<file path="src/rtl/imem_loader.sv">
// imem_loader: program-image loader.
// Takes the image as a byte stream (valid/ready), packs bytes big-endian into 32-bit words,
// writes them to memory from mem_start upward, reads every word back, and releases the
// processor reset only when the readback checksum matches the write checksum.
//
// Ports:
//   clk, reset                     clock, asynchronous active-high reset
//   in_valid, in_byte, in_last     byte stream from the image source
//   in_ready                       byte accepted this cycle (state-only, low during reset)
//   mem_addr, mem_din, mem_dout    memory byte address, write data, read data
//   mem_access_sz, mem_rd_wr       access size (always word), 1 = read / 0 = write
//   mem_en                         memory enable
//   word_count                     words written so far
//   done, pass, overflow           completion status
//   cpu_reset                      1 = hold the processor in reset
module imem_loader #(
    parameter logic [31:0] mem_start = 32'h0000_0000,
    parameter int unsigned max_words = 1024
) (
    input  logic        clk,
    input  logic        reset,
    input  logic        in_valid,
    input  logic [7:0]  in_byte,
    input  logic        in_last,
    output logic        in_ready,
    output logic [31:0] mem_addr,
    output logic [31:0] mem_din,
    output logic [1:0]  mem_access_sz,
    output logic        mem_rd_wr,
    output logic        mem_en,
    input  logic [31:0] mem_dout,
    output logic [15:0] word_count,
    output logic        done,
    output logic        pass,
    output logic        overflow,
    output logic        cpu_reset
);
    localparam logic [1:0]  sz_word     = 2'b11;
    localparam logic [15:0] max_words_w = 16'(max_words);

    typedef enum logic [2:0] {StFill, StWrite, StRdAddr, StRdData, StDone} state_e;

    state_e      state_q, state_d;
    logic [31:0] word_q, word_d;
    logic [1:0]  byte_cnt_q, byte_cnt_d;
    logic        last_q, last_d;
    logic [15:0] word_count_q, word_count_d;
    logic [15:0] rd_idx_q, rd_idx_d;
    logic [31:0] wsum_q, wsum_d;
    logic [31:0] rsum_q, rsum_d;
    logic        overflow_q, overflow_d;

    logic [31:0] shifted;
    logic        full;

    always_ff @(posedge clk or posedge reset) begin
        if (reset) begin
            state_q      <= StFill;
            word_q       <= '0;
            byte_cnt_q   <= '0;
            last_q       <= 1'b0;
            word_count_q <= '0;
            rd_idx_q     <= '0;
            wsum_q       <= '0;
            rsum_q       <= '0;
            overflow_q   <= 1'b0;
        end else begin
            state_q      <= state_d;
            word_q       <= word_d;
            byte_cnt_q   <= byte_cnt_d;
            last_q       <= last_d;
            word_count_q <= word_count_d;
            rd_idx_q     <= rd_idx_d;
            wsum_q       <= wsum_d;
            rsum_q       <= rsum_d;
            overflow_q   <= overflow_d;
        end
    end

    always_comb begin
        state_d      = state_q;
        word_d       = word_q;
        byte_cnt_d   = byte_cnt_q;
        last_d       = last_q;
        word_count_d = word_count_q;
        rd_idx_d     = rd_idx_q;
        wsum_d       = wsum_q;
        rsum_d       = rsum_q;
        overflow_d   = overflow_q;

        in_ready  = 1'b0;
        mem_en    = 1'b0;
        mem_rd_wr = 1'b1;
        mem_addr  = mem_start + {14'b0, word_count_q, 2'b00};
        mem_din   = '0;
        done      = 1'b0;

        shifted = {word_q[23:0], in_byte};
        full    = (word_count_q == max_words_w);

        unique case (state_q)
            StFill: begin
                in_ready = 1'b1;
                if (in_valid) begin
                    if (full) begin
                        // Capacity reached: swallow the rest of the image.
                        overflow_d = 1'b1;
                        if (in_last) state_d = StRdAddr;
                    end else begin
                        byte_cnt_d = byte_cnt_q + 2'd1;
                        if (in_last) begin
                            // Left-justify a partial word so the unfilled low bytes are zero.
                            word_d  = shifted << {(2'd3 - byte_cnt_q), 3'b000};
                            last_d  = 1'b1;
                            state_d = StWrite;
                        end else begin
                            word_d = shifted;
                            if (byte_cnt_q == 2'd3) state_d = StWrite;
                        end
                    end
                end
            end
            StWrite: begin
                mem_en       = 1'b1;
                mem_rd_wr    = 1'b0;
                mem_din      = word_q;
                wsum_d       = wsum_q + word_q;
                word_count_d = word_count_q + 16'd1;
                byte_cnt_d   = '0;
                word_d       = '0;
                state_d      = last_q ? StRdAddr : StFill;
            end
            StRdAddr: begin
                mem_en   = 1'b1;
                mem_addr = mem_start + {14'b0, rd_idx_q, 2'b00};
                state_d  = StRdData;
            end
            StRdData: begin
                rsum_d   = rsum_q + mem_dout;
                rd_idx_d = rd_idx_q + 16'd1;
                state_d  = (rd_idx_q + 16'd1 == word_count_q) ? StDone : StRdAddr;
            end
            StDone: begin
                done = 1'b1;
            end
            default: state_d = StFill;
        endcase

        // Registers already sit at reset values; only the ready strobe needs masking.
        if (reset) in_ready = 1'b0;
    end

    assign mem_access_sz = sz_word;
    assign word_count    = word_count_q;
    assign overflow      = overflow_q;
    assign pass          = done & (rsum_q == wsum_q) & ~overflow_q;
    assign cpu_reset     = ~pass;

endmodule

</file>
<file path="config.mk">
export PLATFORM = sky130hd
export DESIGN_NAME = imem_loader
export DESIGN_NICKNAME = d
export VERILOG_FILES = /design/src/rtl/imem_loader.sv
export SDC_FILE = /design/constraint.sdc
export NUM_CORES = 1
export LEC_CHECK = 0
export CORE_ASPECT_RATIO = 1.5
export CORE_MARGIN = 2
export CORE_UTILIZATION = 45
export DETAILED_ROUTE_END_ITERATION = 8
export DONT_BUFFER_PORTS = 1
export PLACE_DENSITY = 0.62
export SLEW_MARGIN = 40
export SYNTH_ARGS = -nofsm -noshare
export SYNTH_HDL_FRONTEND = slang
export SYNTH_SLANG_ARGS = --single-unit
</file>
<file path="constraint.sdc">
create_clock -name clk -period 4.6 [get_ports clk]
set_input_delay 0.23 -clock clk [delete_from_list [all_inputs] [get_ports clk]]
set_output_delay 0.23 -clock clk [all_outputs]
set_load 0.1 [all_outputs]
</file>
**Yosys cells after proc, flatten, opt, wreduce, memory -nomap -nowiden**

Index checks and enable logic that the tools add are counted.

- Equal/unequal tests: 12
- Mux-type cells: 22
- $add $sub $neg: 6
- Reduce and logical (&&, ||, !) cells: 7
- Bitwise logic cells: 6
- Shifts and indexed selects: 1

Operators by type and width:

| operator | count |
|---|---|
| $mux W32 | 4 |
| $add A32 B32 Y32 | 2 |
| $pmux W32 S2 | 1 |
| $add A16 B1 Y16 const B | 2 |
| $eq A32 B32 Y1 | 1 |
| $shl A32 B5 Y32 | 1 |
| $mux W18 | 1 |
| $mux W3 | 6 |
| $eq A16 B11 Y1 const B | 1 |
| $eq A16 B16 Y1 | 1 |
| $pmux W3 S5 | 1 |
| $reduce_and A4 Y1 | 2 |
| $eq A3 B2 Y1 const B | 2 |
| $mux W2 | 3 |
| $ne A3 B3 Y1 const B | 2 |
| $reduce_and A3 Y1 | 2 |
| $mux W1 | 5 |
| $ne A2 B2 Y1 const B | 2 |
| $not A1 Y1 | 4 |
| $pmux W2 S2 | 1 |
| $eq A3 B1 Y1 const B | 1 |
| $eq A3 B3 Y1 const B | 1 |
| $logic_not A3 Y1 | 1 |
| $add A2 B1 Y2 const B | 1 |
| 5 further kinds | 6 |

- Register bits after elaboration: 135
- Logic and storage cells: 63

**Longest topological paths before layout**

Gate-level depths: netlist (run 1).

- Word-level depth: 6
- Depth in mapped cells: 12

**Least setup slack after synthesis (run 1)**

No wires, ideal clock.

- Kind: reg-to-output
- Start: register state_q[0]
- End: output port in_ready
- Required time: 4.370 ns
- Buffers on the path: 1
- Stages on the path, launching flop included: 3
- Path slack: 0.859 ns
- Arrival time: 3.511 ns
- Cells stage by stage: dfrtp_1 -> clkbuf_1 -> nor4_1

- Word-level cells in the longest chain between the ends: 3

Ends and longest elaborated chain:

| element | RTL line | source |
|---|---|---|
| start: declaration | 43 | `state_e state_q, state_d;` |
| start signal: assignment | 58 | `state_q <= StFill;` |
| start signal: assignment | 68 | `state_q <= state_d;` |
| $logic_not A3 Y1 | 101 | `unique case (state_q)` |
| $mux W1 | 101 |  |
| $mux W1 | 150 | `if (reset) in_ready = 1'b0;` |
| end: declaration | 25 | `output logic in_ready,` |

No other way between the ends.

**Worst setup path in the final report (run 1)**

- Start: register word_q[1]
- End: register wsum_q[31]

- Word-level cells in the longest chain between the ends: 1

Ends and longest elaborated chain:

| element | RTL line | source |
|---|---|---|
| start: declaration | 44 | `logic [31:0] word_q, word_d;` |
| start signal: assignment | 69 | `word_q <= word_d;` |
| $add A32 B32 Y32 | 127 | `wsum_d = wsum_q + word_q;` |
| end signal: assignment | 74 | `wsum_q <= wsum_d;` |
| end: declaration | 49 | `logic [31:0] wsum_q, wsum_d;` |

No other way between the ends.
A chain may end at the register's enable or synchronous reset.

==> impl_results.md, run 1 <==
* Synth Flop Type: dfrtp_1
* Metal-1 WL at 11.5 mm
* Critical Path Most Common Cell: a211oi_1
* Worst reg2reg setup slack at 1190 ps
* CTS Buffer Depth at 2
* Post-DRT Antenna Nets at 0
* Floorplan row count at 66
* Worst-path cell chain: ha_1 > a211oi_1 > o21bai_1 > a2bb2oi_1 > o221ai_1 > a21oi_1 > o21ai_0 > a211oi_1 > nor4b_1 > a211o_1 > xor2_1
* Core ar. at about 22000 um^2
* R2r endpoint: wsum_q[31]
* Worst setup startpoint: word_q[1]
* Min-delay worst type: in -> reg
* Fillers at 2075
* CTS Root Cell: clkbuf_16
* H-tree depth at 4
* Relative slew slack at approximately half
* Synth top area share at 34.0%
* # resized after CTS at 0
* First-pass GRT wire length at between 40 and 50 mm
* Routed vias at 8290
* Yosys top cell by area: dfrtp_1
* Total CTS buffers at 17
* Hpwl dp at 19.9 mm
* Maxcap violations at 0
* Post-synth EDFFs at 0
* Initial Util at 45.8%
* Fin crit period at 3410 ps
* Routed wl met3 at 997 um
* Most common cell after layout, fill and taps aside: nand2_1
* Worst vdd ir at 0.315 mV
* CP required at 4910 ps
* First-pass iteration count of the detailed router at 5
* Final WL at between 20 and 30 mm
* Share of cells above drive strength 1 at 11.4%
* CP peak stage delay at 470 ps
* Commonest cells after routing, fill and taps aside: nand2_1 (172), dfrtp_1 (123), o21ai_0 (121)
* Placer Congestion at 0.871
* Antenna violations before repair at 0
* DRC viols at 0
* Skew final at ~15 ps
* Routed wl met2 at between 10 and 15 mm
* Critical Path Start Type: register
* Post-synthesis sequential area ratio at 34.0%
* Non-Filler Instances at 1455
* Async set-or-reset flop fraction in the synthesized netlist at 100%
* Clock-pin slew on the worst setup and hold paths at 70 ps
* Setup TNS at 0 ps
* Final hold slack at 30.6 ps
* WL/cell at 18.2 um
* Io pins at 133
* Dpl cells at 1412
* Reg2reg path depth at 11
* Unique cell type count in the Yosys netlist at 61
* Area contributors post-synth: dfrtp_1 (34%), ha_1 (8.3%), xnor2_1 (6.5%)
* Area grow syn2layout at 10.7%
* Crit path DAT at 3720 ps
* RSZ-0062 raised after global routing: no
* Crit-path max FO at 7
* Final setup viols at 0
* Tot GR Track Use at 23.1%
* Hold Buf Count CTS at 10
* Slowest CP cell: dfrtp_1
* Worst Tran Pin Value at around 780 ps
* Post-Synthesis Cells at approximately 1200
* Max Clock Freq at about 290 MHz
* Initial drt markers at 539
* Sequential Area at 3390 um^2
* Post-CTS setup buffers at 0
* Status: finished clean
* Critical path type: reg -> reg
* Final hold vios at 0
* Worst-skew pair later-pin latency at about 430 ps
* Synthesized area per cell at 8.43 um^2
* Port Buffers at 0
* Leak Pwr at 0.00494 uW
* Vias in the first global route at 7994
* Fin crit share at 74.1%
* Pwr per Cell Area at 777 nW/um^2
* RR Startpoint: word_q[1]
* Mapped Area at roughly 10000 um^2
* Crit end category: register
* Layout Nets at around 1300
* Seq cells post-synth at 135
* Synth warn at 0
* Post-DR vias/cell at 5.70
* Overflow after GRT at 0
* CP endpoint: wsum_q[31]
* Area of the multi-input gates at 6280 um^2
* Die Y at 186 um
* Final Slew Violations at 0
* Largest net degree at the start of global routing at 96
* TritonCTS clock tree: done
* Die area at 23300 um^2
* Top Layer Used: met4
* Clock sink count at 135
* Die W at 125 um
worst min path at each step:
stage,startpoint,endpoint,slack [ps],cells past startpoint
6_report,mem_dout[0],rsum_q[0],30,3
5_1_grt,in_valid,overflow,70,3
4_1_cts,mem_dout[0],rsum_q[0],20,3
3_5_place_dp,reset,state_q[0],260,1
3_3_place_gp,reset,byte_cnt_q[1],360,1
2_1_floorplan,in_byte[0],word_q[0],370,2
synth_stat cells, drive strengths merged, types with 20 or more instances:
cell	count
xnor2	74
inv	32
o21ai	135
a21oi	66
clkbuf	55
nand2	172
ha	66
and2	35
buf	20
dfrtp	135
nor2	77
xor2	63
nand3	25
power breakdown:
part           switching, uW  internal, uW
clock network            567           860
registers                888          1660
logic                   2840          1740
total                   4300          4260
cell families (layout without fill, tap and decap cells):
| group | Yosys count | count (layout) | share of synthesized area (%) |
|---|---|---|---|
| compound gates | 321 | 321 | 20.1 |
| buf+inv | 107 | 93 | 4.73 |
| mux | 21 | 21 | 2.34 |
| flops | 135 | 135 | 34.0 |
| other cells | 2 | 19 | 0.0755 |
| simple gates | 389 | 389 | 18.0 |
| xor+xnor | 137 | 137 | 12.1 |
| fa+ha+maj | 68 | 68 | 8.71 |
per-stage QoR:
stage / power (uW) / util [%] / cell area [um^2] / setup WS, ps
2_1_floorplan: 6030 / - / 10000 / 759
3_3_place_gp: 7030 / 47.0 / 10200 / 1290
3_5_place_dp: 7130 / 47.4 / 10300 / 1220
4_1_cts: 8600 / 50.7 / 11000 / 1200
5_1_grt: 9260 / 50.7 / 11000 / 941
6_report: 8560 / 50.7 / 11000 / 1190
area by class of cell:
| cell class | instances | area share (%) |
|---|---|---|
| diodes | 1 | 0.0227 |
| clock buffers | 19 | 3.93 |
| clock inverters | 13 | 1.56 |
| inverters | 32 | 1.17 |
| multi-input cells | 954 | 57.1 |
| flip-flops and latches | 135 | 30.8 |
| well taps | 272 | 3.09 |
| repair buffers | 29 | 2.36 |
routing by layer:
metal / track usage, % / vias up
met4: 6.27 / 0
li1: - / 4113
met1: 28.6 / 3968
met3: 4.34 / 27
met5: 0 / -
met2: 41.5 / 182
critical path: cells and delay by family (launching register included):
| kind | cells | cell delay (ps) |
|---|---|---|
| DFF | 1 | 470 |
| and+or+nand+nor | 1 | 90 |
| xor gates and xnor gates | 1 | 140 |
| AOI/OAI and AO/OA | 8 | 2230 |
| adders and majority gates | 1 | 350 |
sequential cells by signal, summed over array words and instances (netlist names):
name / cells
word_count: 16
overflow: 1
rsum_q: 32
state_q: 3
wsum_q: 32
rd_idx_q: 16
last_q: 1
word_q: 32
byte_cnt_q: 2
No activity file was read; power rests on OpenSTA's default activity.
==> run 2: changes to the inputs <==
- PLACE_DENSITY: 0.62 -> 0.64
- clock period: 4.6 -> 2.81 ns (I/O delays scaled with it)
==> impl_results.md, run 2 (same netlist as run 1, synthesis figures left out) <==
* Maxcap violations at 0
* Hold path depth at 2
* Relative slew slack at 55.1%
* Status: complete, but fails checks
* Crit end category: register
* RR Startpoint: wsum_q[0]
* Failing checks: negative setup slack
* Overflow after GRT at 0
* Pwr per Cell Area at 1230 nW/um^2
* Total CTS buffers at 17
* Reg2reg path depth at 12
* Core ar. at 21700 um^2
* Die area at 23300 um^2
* First-pass iteration count of the detailed router at 6
* Post-DRT Antenna Nets at 0
* HP Start: in_byte[3]
* Skew final at 9.46 ps
* WHS Endpoint: word_q[11]
* Design Power at 15500 uW
* Post-placement cell area at around 12000 um^2
* Placer Congestion at 0.902
* Worst-skew pair later-pin latency at between 400 and 500 ps
* Worst vdd ir at 0.564 mV
* Final hold vios at 0
* Final Slew Violations at 0
* RSZ-0062 raised after global routing: yes
* CTS Buffer Depth at 2
* Initial Util at 45.8%
* Biggest regs: rsum_q: 32 flops, word_q: 32 flops, wsum_q: 32 flops
* Crit-path max FO at 2
* N_diodes at 0
* Max Clock Freq at 341 MHz
* DRC viols at 0
* Largest net degree at the start of global routing at 69
* WL/cell at around 18 um
* Share of cells above drive strength 1 at 20.8%
* Hpwl dp at 21.5 mm
* Routed vias at between 9000 and 10000
* Clock sink count at 135
* Util after Layout at 58.3%
* Commonest cells after routing, fill and taps aside: nand2_1 (171), dfrtp_1 (135), buf_4 (135)
* Area grow syn2layout at 27.3%
* Fin crit period at ~2900 ps
* First-pass GRT wire length at around 46 mm
* Clock-pin slew on the worst setup and hold paths at roughly 60 ps
* Final setup viols at 3
* Worst Tran Pin Value at 671 ps
* CP required at 3120 ps
* Post-route setup slack at -121 ps
* Die Y at 186 um
* Final Cell Area at 12700 um^2
* Post-DR vias/cell at around 5.6
* Fillers at roughly 1800
* Sequential Area at roughly 3400 um^2
* Critical Path Start Type: register
* Io pins at 133
* R2r endpoint: wsum_q[30]
* Antenna violations before repair at 0
* Tot GR Track Use at 25.0%
* Dpl cells at ~1600
* Leak Pwr at between 0.005 and 0.006 uW
* Min-delay worst type: in -> reg
* Floorplan row count at 66
* Die W at 125 um
* Fin crit share at 104%
* Most common cell after layout, fill and taps aside: nand2_1
* Non-Filler Instances at 1606
* Area of the multi-input gates at between 6000 and 7000 um^2
* Initial drt markers at 470
* Final WL at between 20 and 30 mm
* Vias in the first global route at 9069
* Worst slack at placement at -182 ps
* Critical path type: reg -> reg
* Port Buffers at 0
* TritonCTS clock tree: done
* Crit path DAT at 3240 ps
* Layout Nets at 1433
* H-tree depth at 4
* CTS Root Cell: clkbuf_16
* Worst reg2reg setup slack at -120 ps
## run 2: cell count changes in the layout (fill, tap and decap cells not counted), sizes merged, moves of 2 or more
cell,delta
buf,+150
clkbuf,-2
clkinv,+3
dlygate4sd3,+3
inv,-2
## run 2: stage by stage
step / hold WS, ps / TNS, ps
floorplan: 277 / -61.6
global placement: 110 / -408
detailed placement: 110 / -1170
CTS: 36.9 / -188
global route: 86.2 / -1030
finish: 48.0 / -327
## run 2: power by group
| part | switching (uW) | leakage [uW] | total (uW) | internal, uW |
|---|---|---|---|---|
| combinational | 5670 | 0.00381 | 9630 | 3960 |
| sequential | 942 | 0.00174 | 3660 | 2710 |
| clock | 932 | 0.000285 | 2240 | 1310 |
| total | 7540 | 0.00583 | 15500 | 7990 |
## run 2: worst max-delay path by stage
stage	from	endpoint	depth (start not counted)	slack, ps
2_1_floorplan	word_q[0]	wsum_q[30]	12	-60
3_3_place_gp	word_q[1]	wsum_q[31]	11	-110
3_5_place_dp	rsum_q[4]	rsum_q[31]	11	-180
4_1_cts	wsum_q[0]	wsum_q[30]	12	-130
5_1_grt	wsum_q[0]	wsum_q[30]	12	-280
6_report	wsum_q[0]	wsum_q[30]	12	-120
## run 2: area by class of cell
type	count	share of cell area (%)
well taps	272	2.69
repair buffers	181	14.2
multi-input cells	954	50.9
flip-flops and latches	135	26.7
inverters	32	1.01
clock buffers	18	3.39
clock inverters	14	1.21
## run 2: worst max-delay path, cell delays in order (launching register included)
cell and delay (ps):
dfrtp_1 380, ha_2 210, fa_2 380, a21oi_2 190, nor2_2 60, nor3_2 170
o21ai_2 90, a221o_1 340, a31o_4 240, a31o_4 240, a2111oi_4 290, or3_1 150
a31oi_1 70
## run 2: metal layers
metal,global-route usage (%),routed length (um),vias to the layer above
li1,-,-,4400
met1,29.0,11500,4291
met2,45.8,15200,295
met3,3.42,1230,64
met4,11.6,1070,0
met5,0,0,-
## run 2: repair_timing
item / in CTS / in global routing
endpoints found under the hold margin: 50 / 0
setup endpoints to repair: 11 / 22
gates resized for setup: 12 / 34
pin swaps: 2 / 13
buffers inserted: 4 / 5
hold buffers: 13 / 0
==> run 3: changes to the inputs <==
- ABC_AREA: unset -> 1
==> impl_results.md, run 3 <==
* CP required at around 2700 ps
* Cell with the most instances after synthesis: nand2_1
* Synth top area share at 29.5%
* Synth warn at 0
* Sequential Area at 3380 um^2
* Post-placement cell area at 12400 um^2
* R2r endpoint: wsum_q[16]
* Io pins at 133
* Area of the multi-input gates at 7040 um^2
* WL/cell at 18.7 um
* Total CTS buffers at 17
* First-pass GRT wire length at 61.4 mm
* Post-DRT Antenna Nets at 0
* Die Y at approximately 200 um
* Final Cell Area at around 13000 um^2
* Area grow syn2layout at 15.2%
* Final WL at 39.3 mm
* Final setup viols at 0
* HP Start: in_valid
* Worst vdd ir at 0.634 mV
* TritonCTS clock tree: done
* Initial Util at 45.7%
* Die W at 134 um
* Worst Tran Pin Value at around 650 ps
* Layout Nets at 1878
* Final hold vios at 0
* Yosys top cell by area: dfrtp_1
* CTS Root Cell: clkbuf_16
* RSZ-0062 raised after global routing: no
* First-pass iteration count of the detailed router at 6
* Most common cell after layout, fill and taps aside: nand2_1
* Core ar. at 25100 um^2
* Pwr per Cell Area at about 1300 nW/um^2
* Post-synth EDFFs at 0
* Critical Path Start Type: register
* Post-DR vias/cell at 5.66
* Seq cells post-synth at 135
* Post-synthesis sequential area ratio at 29.5%
* Hpwl dp at 31.1 mm
* Unique cell type count in the Yosys netlist at between 50 and 60
* List of most frequent post-synthesis cells: nand2_1 (380), inv_1 (225), nor2_1 (167)
* Critical path type: reg -> out
* Fin crit period at 2620 ps
* H-tree depth at 4
* Tot GR Track Use at 29.9%
* Relative slew slack at 56.8%
* Fillers at 2562
* Async set-or-reset flop fraction in the synthesized netlist at 100%
* Crit path DAT at 2480 ps
* Antenna violations before repair at 0
* Worst-skew pair later-pin latency at between 400 and 500 ps
* Clock sink count at 135
* Floorplan row count at just over 70
* Initial drt markers at between 900 and 1000
* Worst setup startpoint: rsum_q[5]
* Fin crit share at 93.2%
* CTS Buffer Depth at 2
* Commonest cells after routing, fill and taps aside: nand2_1 (380), inv_1 (223), dfrtp_1 (135)
* Crit end category: output pin
* Area contributors post-synth: dfrtp_1 (30%), nand2_1 (12%), inv_1 (7.4%)
* Share of cells above drive strength 1 at 13.6%
* Routed vias at 11928
* Leak Pwr at 0.00645 uW
* DRC viols at 0
* Maxcap violations at 0
* CP endpoint: pass
* Mapped Area at 11400 um^2
* Post-Synthesis Cells at 1699
* Post-route setup slack at around 190 ps
* Worst slack at placement at about 410 ps
* Port Buffers at 0
* Skew final at about 14 ps
* Clock-pin slew on the worst setup and hold paths at approximately 60 ps
* Reg2reg path depth at 10
* Synth Flop Type: dfrtp_1
* Die area at 26800 um^2
* Biggest regs: rsum_q: 32 flops, word_q: 32 flops, wsum_q: 32 flops
* Crit-path max FO at 3
* Status: finished clean
* Vias in the first global route at 11536
* Worst reg2reg setup slack at around 370 ps
* RR Startpoint: wsum_q[0]
* Min-delay worst type: in -> reg
* Placer Congestion at 1.02
* Post-CTS setup buffers at 0
* Max Clock Freq at 382 MHz
* Overflow after GRT at 0
* Final Slew Violations at 0
* Largest net degree at the start of global routing at 67
* Synthesized area per cell at 6.74 um^2
* N_diodes at 0
## run 3: cell types whose count changed in the layout (fill, tap and decap cells not counted), moves of 20 or more
cell     before  now
buf_4       135   78
nand3_2       0   20
nor2_2        1   40
o21ai_0     116   92
nand3_1      25  116
inv_1        29  223
buf_12       32    4
nor2_1       75  134
a21oi_1      58  109
nand2_1     171  380
xor2_1       63   34
xnor2_1      73   17
o21ai_1      10   60
and2_1       34    0
## run 3: power breakdown
group / internal, uW / total, uW / leakage, uW / switching (uW)
combinational: 3310 / 11200 / 0.00445 / 7920
clock: 1460 / 2440 / 0.000298 / 983
sequential: 2700 / 3710 / 0.00170 / 1010
total: 7470 / 17400 / 0.00645 / 9910
## run 3: final cells by class
type / instances / area share, %
Multi-Input combinational cell: 1274 / 53.4
Clock buffer: 20 / 3.46
Sequential cell: 135 / 25.6
Tap cell: 328 / 3.11
Inverter: 242 / 6.96
Timing Repair Buffer: 96 / 6.24
Clock inverter: 12 / 1.26
## run 3: worst max-delay path: stages (launching register included)
cell and delay (ps):
dfrtp_1 440, inv_1 100, a22o_1 230, nor2_1 80, nand2_1 110, nor4_1 390, nand4_1 330, clkinvlp_4 180
buf_12 170
## run 3: worst min path at each step
stage / to / slack [ps] / cells after the start
after global routing: state_q[0] / 60 / 4
after floorplan: word_q[0] / 280 / 2
after detailed placement: overflow / 90 / 1
after global placement: overflow / 250 / 1
final: state_q[1] / 50 / 4
after CTS: state_q[1] / 20 / 4
## run 3: cell families (layout without fill, tap and decap cells)
family                     count (synthesis)  after routing  share of synthesized area [%]
DFF                                      135            135                           29.5
AOI/OAI and AO/OA                        364            364                           17.8
and+or+nand+nor                          772            772                           29.8
adders and majority gates                 68             68                           7.56
xor gates and xnor gates                  52             52                           4.10
other                                      2             18                         0.0656
buffers and inverters                    306            370                           11.1
## run 3: routing by layer
layer  part of all wire [%]  wire (um)  GRT usage (%)
met5                      0          0              0
met4                    5.4       2140           15.9
met3                    5.0       1980           4.13
met2                     51      20300           54.9
met1                     38      15000           33.2
## run 3: repair_timing
action / 4_1_cts / 5_1_grt
hold buffers: 13 / 0
endpoints found under the setup margin: 0 / 2
hold endpoints to repair: 57 / 0
gates resized for setup: 0 / 1
## run 3: metrics by stage
| stage | power (uW) | TNS (ps) | std cells | utilization, % | hold WS, ps |
|---|---|---|---|---|---|
| floorplan | 11900 | -922 | 1715 | - | 278 |
| global placement | 14700 | 0 | 2061 | 49.5 | 254 |
| detailed placement | 14800 | 0 | 2062 | 49.6 | 88.9 |
| CTS | 17300 | 0 | 2107 | 52.6 | 23.6 |
| global route | 18700 | 0 | 2107 | 52.7 | 59.2 |
| finish | 17400 | 0 | 2107 | 52.7 | 45.1 |
